$ cat src/rtl/cursor_pkg.sv
// cursor_pkg: opcode encoding and FSM state type shared by the cursor controller and its users.
// Opcodes are 4 bits wide. Values with no meaning assigned here are accepted and treated as NOP.
// Ports: none (package).
package cursor_pkg;

  localparam int OP_BITS = 4;
  typedef logic [OP_BITS-1:0] op_t;

  localparam op_t OP_NOP   = 4'd0;
  localparam op_t OP_SET   = 4'd1;
  localparam op_t OP_HOME  = 4'd2;
  localparam op_t OP_CR    = 4'd3;
  localparam op_t OP_LF    = 4'd4;
  localparam op_t OP_RIGHT = 4'd5;
  localparam op_t OP_BS    = 4'd6;
  localparam op_t OP_TAB   = 4'd7;
  localparam op_t OP_UP    = 4'd8;
  localparam op_t OP_DOWN  = 4'd9;

  typedef enum logic {
    IDLE   = 1'b0,
    SCROLL = 1'b1
  } state_t;

endpackage

$ cat src/rtl/cursor_ctrl_if.sv
// cursor_ctrl_if: command channel (valid/ready) and scroll channel (req/ack) of the cursor controller.
// master = command producer / text buffer side, slave = cursor_ctrl.
// Signals: cmd_valid, cmd_ready, cmd_op, cmd_x, cmd_y, scroll_req, scroll_ack.
interface cursor_ctrl_if #(
  parameter int COL_BITS = 7,
  parameter int ROW_BITS = 5
);
  import cursor_pkg::*;

  logic                cmd_valid;
  logic                cmd_ready;
  op_t                 cmd_op;
  logic [COL_BITS-1:0] cmd_x;
  logic [ROW_BITS-1:0] cmd_y;
  logic                scroll_req;
  logic                scroll_ack;

  modport master (
    output cmd_valid, cmd_op, cmd_x, cmd_y, scroll_ack,
    input  cmd_ready, scroll_req
  );

  modport slave (
    input  cmd_valid, cmd_op, cmd_x, cmd_y, scroll_ack,
    output cmd_ready, scroll_req
  );

endinterface

$ cat src/rtl/cursor_ctrl_blink_timer.sv
// blink_timer: counts tick pulses and toggles blink_on every BLINK_TICKS ticks.
// Latency: blink_on is registered; restart/enable take effect on the next edge.
// Ports: clk, reset (sync, high), tick (pulse), enable (0 = steady on), restart (clear + show), blink_on.
module blink_timer #(
  parameter int BLINK_TICKS = 16
) (
  input  logic clk,
  input  logic reset,
  input  logic tick,
  input  logic enable,
  input  logic restart,
  output logic blink_on
);

  // Keep a 1-bit counter when BLINK_TICKS is 1 so the declaration stays legal;
  // the counter then sits at 0 and every tick hits the wrap condition.
  localparam int CW = (BLINK_TICKS > 1) ? $clog2(BLINK_TICKS) : 1;
  localparam logic [CW-1:0] LAST = CW'(BLINK_TICKS - 1);

  logic [CW-1:0] cnt;

  always_ff @(posedge clk) begin
    if (reset) begin
      cnt      <= '0;
      blink_on <= 1'b1;
    end else if (!enable || restart) begin
      // Restart beats a coincident tick so the cursor is visible right after typing.
      cnt      <= '0;
      blink_on <= 1'b1;
    end else if (tick) begin
      if (cnt == LAST) begin
        cnt      <= '0;
        blink_on <= ~blink_on;
      end else begin
        cnt <= cnt + CW'(1);
      end
    end
  end

endmodule

$ cat src/rtl/cursor_ctrl.sv
// cursor_ctrl: command-driven text cursor with line wrap, scroll request and blink.
// Latency: x/y update one edge after an accepted command; scroll_req rises on that same edge.
// Backpressure: cmd_ready is low while a scroll is outstanding; producer must hold cmd_valid.
// Ports: clk, reset (sync, high), tick, blink_en, bus (cmd valid/ready + scroll req/ack), x, y, blink_on.
module cursor_ctrl
  import cursor_pkg::*;
#(
  parameter int ROW_BITS    = 5,
  parameter int COL_BITS    = 7,
  parameter int COLS        = 80,
  parameter int ROWS        = 25,
  parameter int BLINK_TICKS = 16,
  parameter int TAB_WIDTH   = 8
) (
  input  logic                clk,
  input  logic                reset,
  input  logic                tick,
  input  logic                blink_en,
  cursor_ctrl_if.slave        bus,
  output logic [COL_BITS-1:0] x,
  output logic [ROW_BITS-1:0] y,
  output logic                blink_on
);

  localparam logic [COL_BITS-1:0] X_MAX    = COL_BITS'(COLS - 1);
  localparam logic [ROW_BITS-1:0] Y_MAX    = ROW_BITS'(ROWS - 1);
  localparam logic [COL_BITS-1:0] TAB_MASK = COL_BITS'(TAB_WIDTH - 1);

  state_t              state;
  logic                cmd_ready_q;
  logic                scroll_req_q;
  logic                accept;
  logic [COL_BITS-1:0] nx;
  logic [ROW_BITS-1:0] ny;
  logic                scroll_hit;
  // One extra bit: the next tab stop after the last one can equal 2**COL_BITS.
  logic [COL_BITS:0]   tab_x;

  assign bus.cmd_ready  = cmd_ready_q;
  assign bus.scroll_req = scroll_req_q;
  assign accept         = bus.cmd_valid && cmd_ready_q;

  // Next position for the presented command, plus whether it runs off the bottom.
  always_comb begin
    nx         = x;
    ny         = y;
    scroll_hit = 1'b0;
    tab_x      = {1'b0, x | TAB_MASK} + (COL_BITS + 1)'(1);
    case (bus.cmd_op)
      OP_SET: begin
        nx = (bus.cmd_x > X_MAX) ? X_MAX : bus.cmd_x;
        ny = (bus.cmd_y > Y_MAX) ? Y_MAX : bus.cmd_y;
      end
      OP_HOME: begin
        nx = '0;
        ny = '0;
      end
      OP_CR: nx = '0;
      OP_RIGHT: begin
        if (x == X_MAX) begin
          // Wrap to column 0 and perform the implied line feed.
          nx = '0;
          if (y == Y_MAX) scroll_hit = 1'b1;
          else            ny = y + ROW_BITS'(1);
        end else begin
          nx = x + COL_BITS'(1);
        end
      end
      OP_LF: begin
        if (y == Y_MAX) scroll_hit = 1'b1;
        else            ny = y + ROW_BITS'(1);
      end
      OP_BS:   if (x != '0) nx = x - COL_BITS'(1);
      OP_TAB:  nx = (tab_x > {1'b0, X_MAX}) ? X_MAX : tab_x[COL_BITS-1:0];
      OP_UP:   if (y != '0) ny = y - ROW_BITS'(1);
      OP_DOWN: if (y != Y_MAX) ny = y + ROW_BITS'(1);
      default: ;
    endcase
  end

  always_ff @(posedge clk) begin
    if (reset) begin
      state        <= IDLE;
      x            <= '0;
      y            <= '0;
      cmd_ready_q  <= 1'b1;
      scroll_req_q <= 1'b0;
    end else begin
      case (state)
        IDLE: begin
          if (accept) begin
            x <= nx;
            y <= ny;
            if (scroll_hit) begin
              state        <= SCROLL;
              cmd_ready_q  <= 1'b0;
              scroll_req_q <= 1'b1;
            end
          end
        end
        SCROLL: begin
          // Position is already final; only wait for the buffer to finish.
          if (bus.scroll_ack) begin
            state        <= IDLE;
            cmd_ready_q  <= 1'b1;
            scroll_req_q <= 1'b0;
          end
        end
        default: begin
          state        <= IDLE;
          cmd_ready_q  <= 1'b1;
          scroll_req_q <= 1'b0;
        end
      endcase
    end
  end

  blink_timer #(
    .BLINK_TICKS(BLINK_TICKS)
  ) u_blink (
    .clk      (clk),
    .reset    (reset),
    .tick     (tick),
    .enable   (blink_en),
    .restart  (accept),
    .blink_on (blink_on)
  );

endmodule

$ cat src/flat_wrapper.sv
// flat-port wrapper written by rule: the top's interface ports become plain ports
module cursor_ctrl_flat import cursor_pkg::*;
#(
  parameter int ROW_BITS    = 5,
  parameter int COL_BITS    = 7,
  parameter int COLS        = 80,
  parameter int ROWS        = 25,
  parameter int BLINK_TICKS = 16,
  parameter int TAB_WIDTH   = 8
)
  (clk, reset, tick, blink_en, x, y, blink_on, bus_cmd_valid, bus_cmd_op, bus_cmd_x, bus_cmd_y, bus_scroll_ack, bus_cmd_ready, bus_scroll_req);
  cursor_ctrl_if #(.COL_BITS(COL_BITS), .ROW_BITS(ROW_BITS)) bus_i ();
  input  logic clk;
  input  logic reset;
  input  logic tick;
  input  logic blink_en;
  output logic [COL_BITS-1:0] x;
  output logic [ROW_BITS-1:0] y;
  output logic blink_on;
  input wire logic [$bits(bus_i.cmd_valid)-1:0] bus_cmd_valid;
  input wire logic [$bits(bus_i.cmd_op)-1:0] bus_cmd_op;
  input wire logic [$bits(bus_i.cmd_x)-1:0] bus_cmd_x;
  input wire logic [$bits(bus_i.cmd_y)-1:0] bus_cmd_y;
  input wire logic [$bits(bus_i.scroll_ack)-1:0] bus_scroll_ack;
  output wire logic [$bits(bus_i.cmd_ready)-1:0] bus_cmd_ready;
  output wire logic [$bits(bus_i.scroll_req)-1:0] bus_scroll_req;
  assign bus_i.cmd_valid = bus_cmd_valid;
  assign bus_i.cmd_op = bus_cmd_op;
  assign bus_i.cmd_x = bus_cmd_x;
  assign bus_i.cmd_y = bus_cmd_y;
  assign bus_i.scroll_ack = bus_scroll_ack;
  assign bus_cmd_ready = bus_i.cmd_ready;
  assign bus_scroll_req = bus_i.scroll_req;
  cursor_ctrl #(.ROW_BITS(ROW_BITS), .COL_BITS(COL_BITS), .COLS(COLS), .ROWS(ROWS), .BLINK_TICKS(BLINK_TICKS), .TAB_WIDTH(TAB_WIDTH)) u_core (.clk(clk), .reset(reset), .tick(tick), .blink_en(blink_en), .bus(bus_i), .x(x), .y(y), .blink_on(blink_on));
endmodule
$ cat config.mk
export PLATFORM = sky130hd
export DESIGN_NAME = cursor_ctrl_flat
export DESIGN_NICKNAME = d
export VERILOG_FILES = /design/src/rtl/cursor_pkg.sv /design/src/rtl/cursor_ctrl_if.sv /design/src/rtl/cursor_ctrl_blink_timer.sv /design/src/rtl/cursor_ctrl.sv /design/src/flat_wrapper.sv
export SDC_FILE = /design/constraint.sdc
export NUM_CORES = 1
export LEC_CHECK = 0
export CAP_MARGIN = 30
export CORE_ASPECT_RATIO = 1.25
export CORE_MARGIN = 1.5
export CORE_UTILIZATION = 40
export CTS_CLUSTER_SIZE = 10
export DETAILED_ROUTE_END_ITERATION = 16
export GPL_TIMING_DRIVEN = 0
export MAX_ROUTING_LAYER = met4
export PLACE_DENSITY = 0.65
export SLEW_MARGIN = 25
export SYNTH_ARGS = -nofsm -noshare
export SYNTH_HDL_FRONTEND = slang
export SYNTH_SLANG_ARGS = --single-unit
$ cat constraint.sdc
create_clock -name clk -period 3.3 [get_ports clk]
set_input_delay 0.66 -clock clk [delete_from_list [all_inputs] [get_ports clk]]
set_output_delay 0.66 -clock clk [all_outputs]
set_load 0.05 [all_outputs]
-- Yosys cells after proc, flatten, opt, wreduce, memory -nomap -nowiden
Cells that the tools add are included.
- memory bits (read-only): 0
- latch bits: 0
- register bits: 20
- output and inout bits: 15
- memories kept: 0
- memory bits (writable): 0
- logic and storage cells: 78
- input port bits: 22
- equality and inequality tests: 20
- reductions and logical operators: 13
- multiplexer cells: 27
- div/mod/pow operators: 0
- multiply operators: 0
- $add $sub $neg: 6
- bitwise gates (word level): 2
- shifts and indexed selects: 0
- $lt $le $gt $ge: 3
- operators with widths (kind ; count):
    $pmux W7 S5 ; 1
    $pmux W5 S6 ; 1
    $mux W7 ; 4
    $mux W5 ; 5
    $eq A4 B3 Y1 const B ; 4
    $eq A4 B4 Y1 const B ; 3
    $mux W1 ; 11
    $ne A2 B1 Y1 const B ; 5
    $reduce_bool A5 Y1 ; 2
    $add A7 B1 Y8 const B ; 1
    $eq A4 B2 Y1 const B ; 2
    $gt A8 B7 Y1 const B ; 1
    $pmux W1 S2 ; 4
    $add A7 B1 Y7 const B ; 1
    $eq A7 B7 Y1 const B ; 1
    $gt A7 B7 Y1 const B ; 1
    $reduce_bool A7 Y1 ; 1
    $sub A7 B1 Y7 const B ; 1
    $reduce_and A6 Y1 ; 1
    $reduce_bool A6 Y1 ; 1
    $add A5 B1 Y5 const B ; 1
    $eq A5 B5 Y1 const B ; 1
    $gt A5 B5 Y1 const B ; 1
    $ne A5 B5 Y1 const B ; 1
    13 further kinds ; 16

-- Depth between registers and ports, before layout
- depth in word-level cells: 7
- depth in mapped cells: 9
- mapped depth without buffers: 8

-- Modules after synthesis
Synthesis repeated with hierarchy kept, for this count alone.
- cells, all modules: 227
- area, all modules: 1729.2 sq um
- modules (own cells, without submodules) (module ; area each (sq um) ; cells an instance ; instances ; seq. area each (sq um)):
    cursor_ctrl ; 1505.2 ; 203 ; 1 ; 300.3
    blink_timer ; 224.0 ; 24 ; 1 ; 100.1

-- Worst setup path after synthesis
No wires, ideal clock.
- path kind: input to register
- start point: input bus_cmd_op[3]
- end point: register u_core.y[4]
- stages: 9
- buffers on the path: 1
- path slack: 0.674 ns
- data required time: 3.204 ns
- setup time: 0.096 ns
- arrival time: 2.531 ns
- cell sequence: buf_4 > and3b_1 > o21ai_0 > ha_1 > a21o_1 > a21oi_1 > xnor2_1 > nor2_1 > o41ai_2
- cells in the longest elaborated chain, start to end: 3
- elaborated cells between the ends (all ways): 12
- those cells by class: 9 x eq/ne; 1 x mux; 2 x reduce/logical
- RTL lines (what ; RTL line ; text):
    start, declared ; flat_wrapper.sv:21 ; input wire logic [$bits(bus_i.cmd_op)-1:0] bus_cmd_op;
    $eq A4 B1 Y1 (tied with other cells) ; cursor_ctrl.sv:49 ; case (bus.cmd_op)
    $reduce_bool A6 Y1 (no line) / $ne A2 B1 Y1 (equally long branches) ; n/a ;
    $reduce_and A6 Y1 (no line) ; n/a ;
    end signal, assigned ; cursor_ctrl.sv:93 ; y <= ny;
    end, declared ; cursor_ctrl.sv:21 ; output logic [ROW_BITS-1:0] y,
Several ways; a longest one is shown, not always the timed one.
A chain may end at the register's enable or synchronous reset.

-- Worst setup path in the final report
Ends and elaborated chain as after synthesis.

==> metrics.txt <==
ANT cells 0; synthesized area ~1700 µm²; count of cell types in the netlist 58; Crit. End Element flip-flop; #FFs+latches synth 20; Final Hold Viols 0; Sink Count 20; fraction of registers with async set/reset 0; worst clock skew ~2.6 ps; H-tree levels 1; Die X-Extent 61.45 µm; Worst Tran Pin Value 533.0 ps; Clock Tree Root clkbuf_8; Leak 0.8317 nW; CP Max Fanout 10; drt first pass iters 4; Place WS -201.6 ps; Layout area overhead 28.94%; maximum clock insertion buffer count 2; core area about 4000 µm²; Finished Core Util 0.5372; cell count after synthesis 210; FMAX 331.7 MHz; vias per cell 5.656; I/O pin count 37; count leader, synth dfxtp_1; post-route clock period utilization 0.9136; Power Density 336.3 nW/µm²; top-area cell type share of the netlist area 0.2344; slew margin rel. 0.6397; max-cap viol count 0; CTS clk-pin slew, worst paths 70 ps; Synth Warn # 0; status finished, final reports clean; all-layer global routing usage 0.2046; GR Overflow Total 0; WP data arrival 3180 ps; Final ANT Viol Nets 0; area leader, netlist dfxtp_1; critical path type in2reg; buffers added on ports 35; fin worst setup slack 285.1 ps; Final Critical Period about 3000 ps; DR vias 1725; syn_area_per_cell 8.133 µm²; first-pass GRT wire length 7348 µm; most frequent cells after synthesis 20 x dfxtp_1, 17 x nand2_1, 16 x nor2_1; sequential share of the synthesized area 0.2344; largest net degree at the start of global routing 13; Die H between 70 and 80 µm; row cnt 26; number of flops mapped to enable cells by yosys 0; Worst Hold Class reg2reg; DRT iter0 DRCs 131; DRC 0; initial antenna violation count 0; Clock Latency Late Sink 260 ps; final wirelength 4327 µm; setup violators final 0; Hold-fix buffers, CTS 0; Top FF cell, synth dfxtp_1; die footprint 4673 µm²; Slew Viols, Final 0; Initial Util 0.4167; layout net count 283; CP required 3470 ps; top cells by area, synth dfxtp_1 23%, ha_1 7.3%, xnor2_1 4.1%, nand2_1 3.7%, a32o_1 3.5%; drt wl/cell 14.19 µm; Mapped Nets 243; share of cells above drive strength 1 0.09237; gpl congestion 0.9003; CTS buffer count 3; vias in the first global route between 1500 and 2000; RSZ-0062 raised after global routing no; CTS tree done; CP Launch Type input port; detailed-placement wirelength estimate about 3400 µm; peak supply drop 0.3117 mV
through the flow:
stage	power, mW	TNS, ps	instances	hold slack [ps]	cell area (µm²)
final	0.7406	0	305	462.2	2202
after global routing	0.7856	0	305	492.2	2202
after global placement	0.5029	-175.7	301	452.0	2128
after CTS	0.7483	0	305	466.9	2200
after detailed placement	0.5048	-285.3	301	452.0	2128
after floorplan	0.4272	0	210	457.5	1708
report_power, final:
part	leakage [nW]	internal, mW	switching, mW
logic	0.633	0.104	0.132
registers	0.163	0.251	0.0147
clock network	0.0357	0.162	0.0775
worst paths after layout:
path	depth (start not counted)	end	slack, ps	startpoint
min reg2reg	2	u_core.bus.scroll_req	460	u_core.bus.scroll_req
min	2	u_core.bus.scroll_req	460	u_core.bus.scroll_req
max reg2reg	7	u_core.x[2]	990	u_core.x[3]
max	10	u_core.y[4]	290	bus_cmd_op[3]
logic make-up (layout without fill, tap and decap cells):
| kind of cell | Yosys count | after routing | synth area share |
|---|---|---|---|
| buffers and inverters | 20 | 59 | 0.05421 |
| flip-flops | 20 | 20 | 0.2344 |
| AO/OA/AOI/OAI | 58 | 58 | 0.2542 |
| AND/OR/NAND/NOR | 85 | 85 | 0.2835 |
| multiplexers | 3 | 3 | 0.01758 |
| adder cells (fa/ha/maj) | 11 | 11 | 0.08498 |
| XOR/XNOR | 13 | 13 | 0.07106 |
registers in the layout, indices dropped and copies added (netlist names):
name and count:
u_core.u_blink.cnt 4, u_core.u_blink.blink_on 1, u_core.bus.scroll_req 1, u_core.y 5
u_core.state 1, u_core.bus.cmd_ready 1, u_core.x 7
cell type report:
cell class | count | area [µm²]
Clock inverter | 1 | 30.03
Buffer | 9 | 51.30
Sequential cell | 20 | 400.4
Timing Repair Buffer | 35 | 350.3
Fill cell | 423 | 1897
Clock buffer | 3 | 41.29
Tap cell | 56 | 70.07
Inverter | 11 | 41.29
Multi-Input combinational cell | 170 | 1217
routing by layer:
layer,global-route usage,routed length (µm),vias up
li1,-,-,855
met5,-,0,-
met3,0.03735,179,8
met2,0.3372,2142,49
met4,0.05319,87,0
met1,0.2521,1918,813
layout by cell type, fill, tap and decap left out, drive strengths merged, types with 3 or more instances in the layout:
master         count
a31oi              3
or2                6
xnor2              8
nor2b              4
clkdlybuf4s50     35
inv               11
nand4              3
dfxtp             20
mux2i              3
nor3               8
clkbuf             5
a21oi             10
buf                7
nand2             17
nand2b             3
a221oi             5
ha                10
a32o               6
nor2              16
o21ai             11
and2               4
xor2               5
a21o               4
nor4b              3
nand3              7
critical path: stages:
cell and delay [ps]:
clkdlybuf4s50_1 500, buf_4 220, and3b_1 200, o21ai_1 370, ha_1 350, a21o_1 190, a21oi_1 190, xnor2_1 160
nor2_1 70, o41ai_2 270
what timing repair did:
action,CTS,global route
setup endpoints to repair,0,1
gates resized for setup,0,2
buffers inserted,0,0
(Power assumes the default switching activity.)
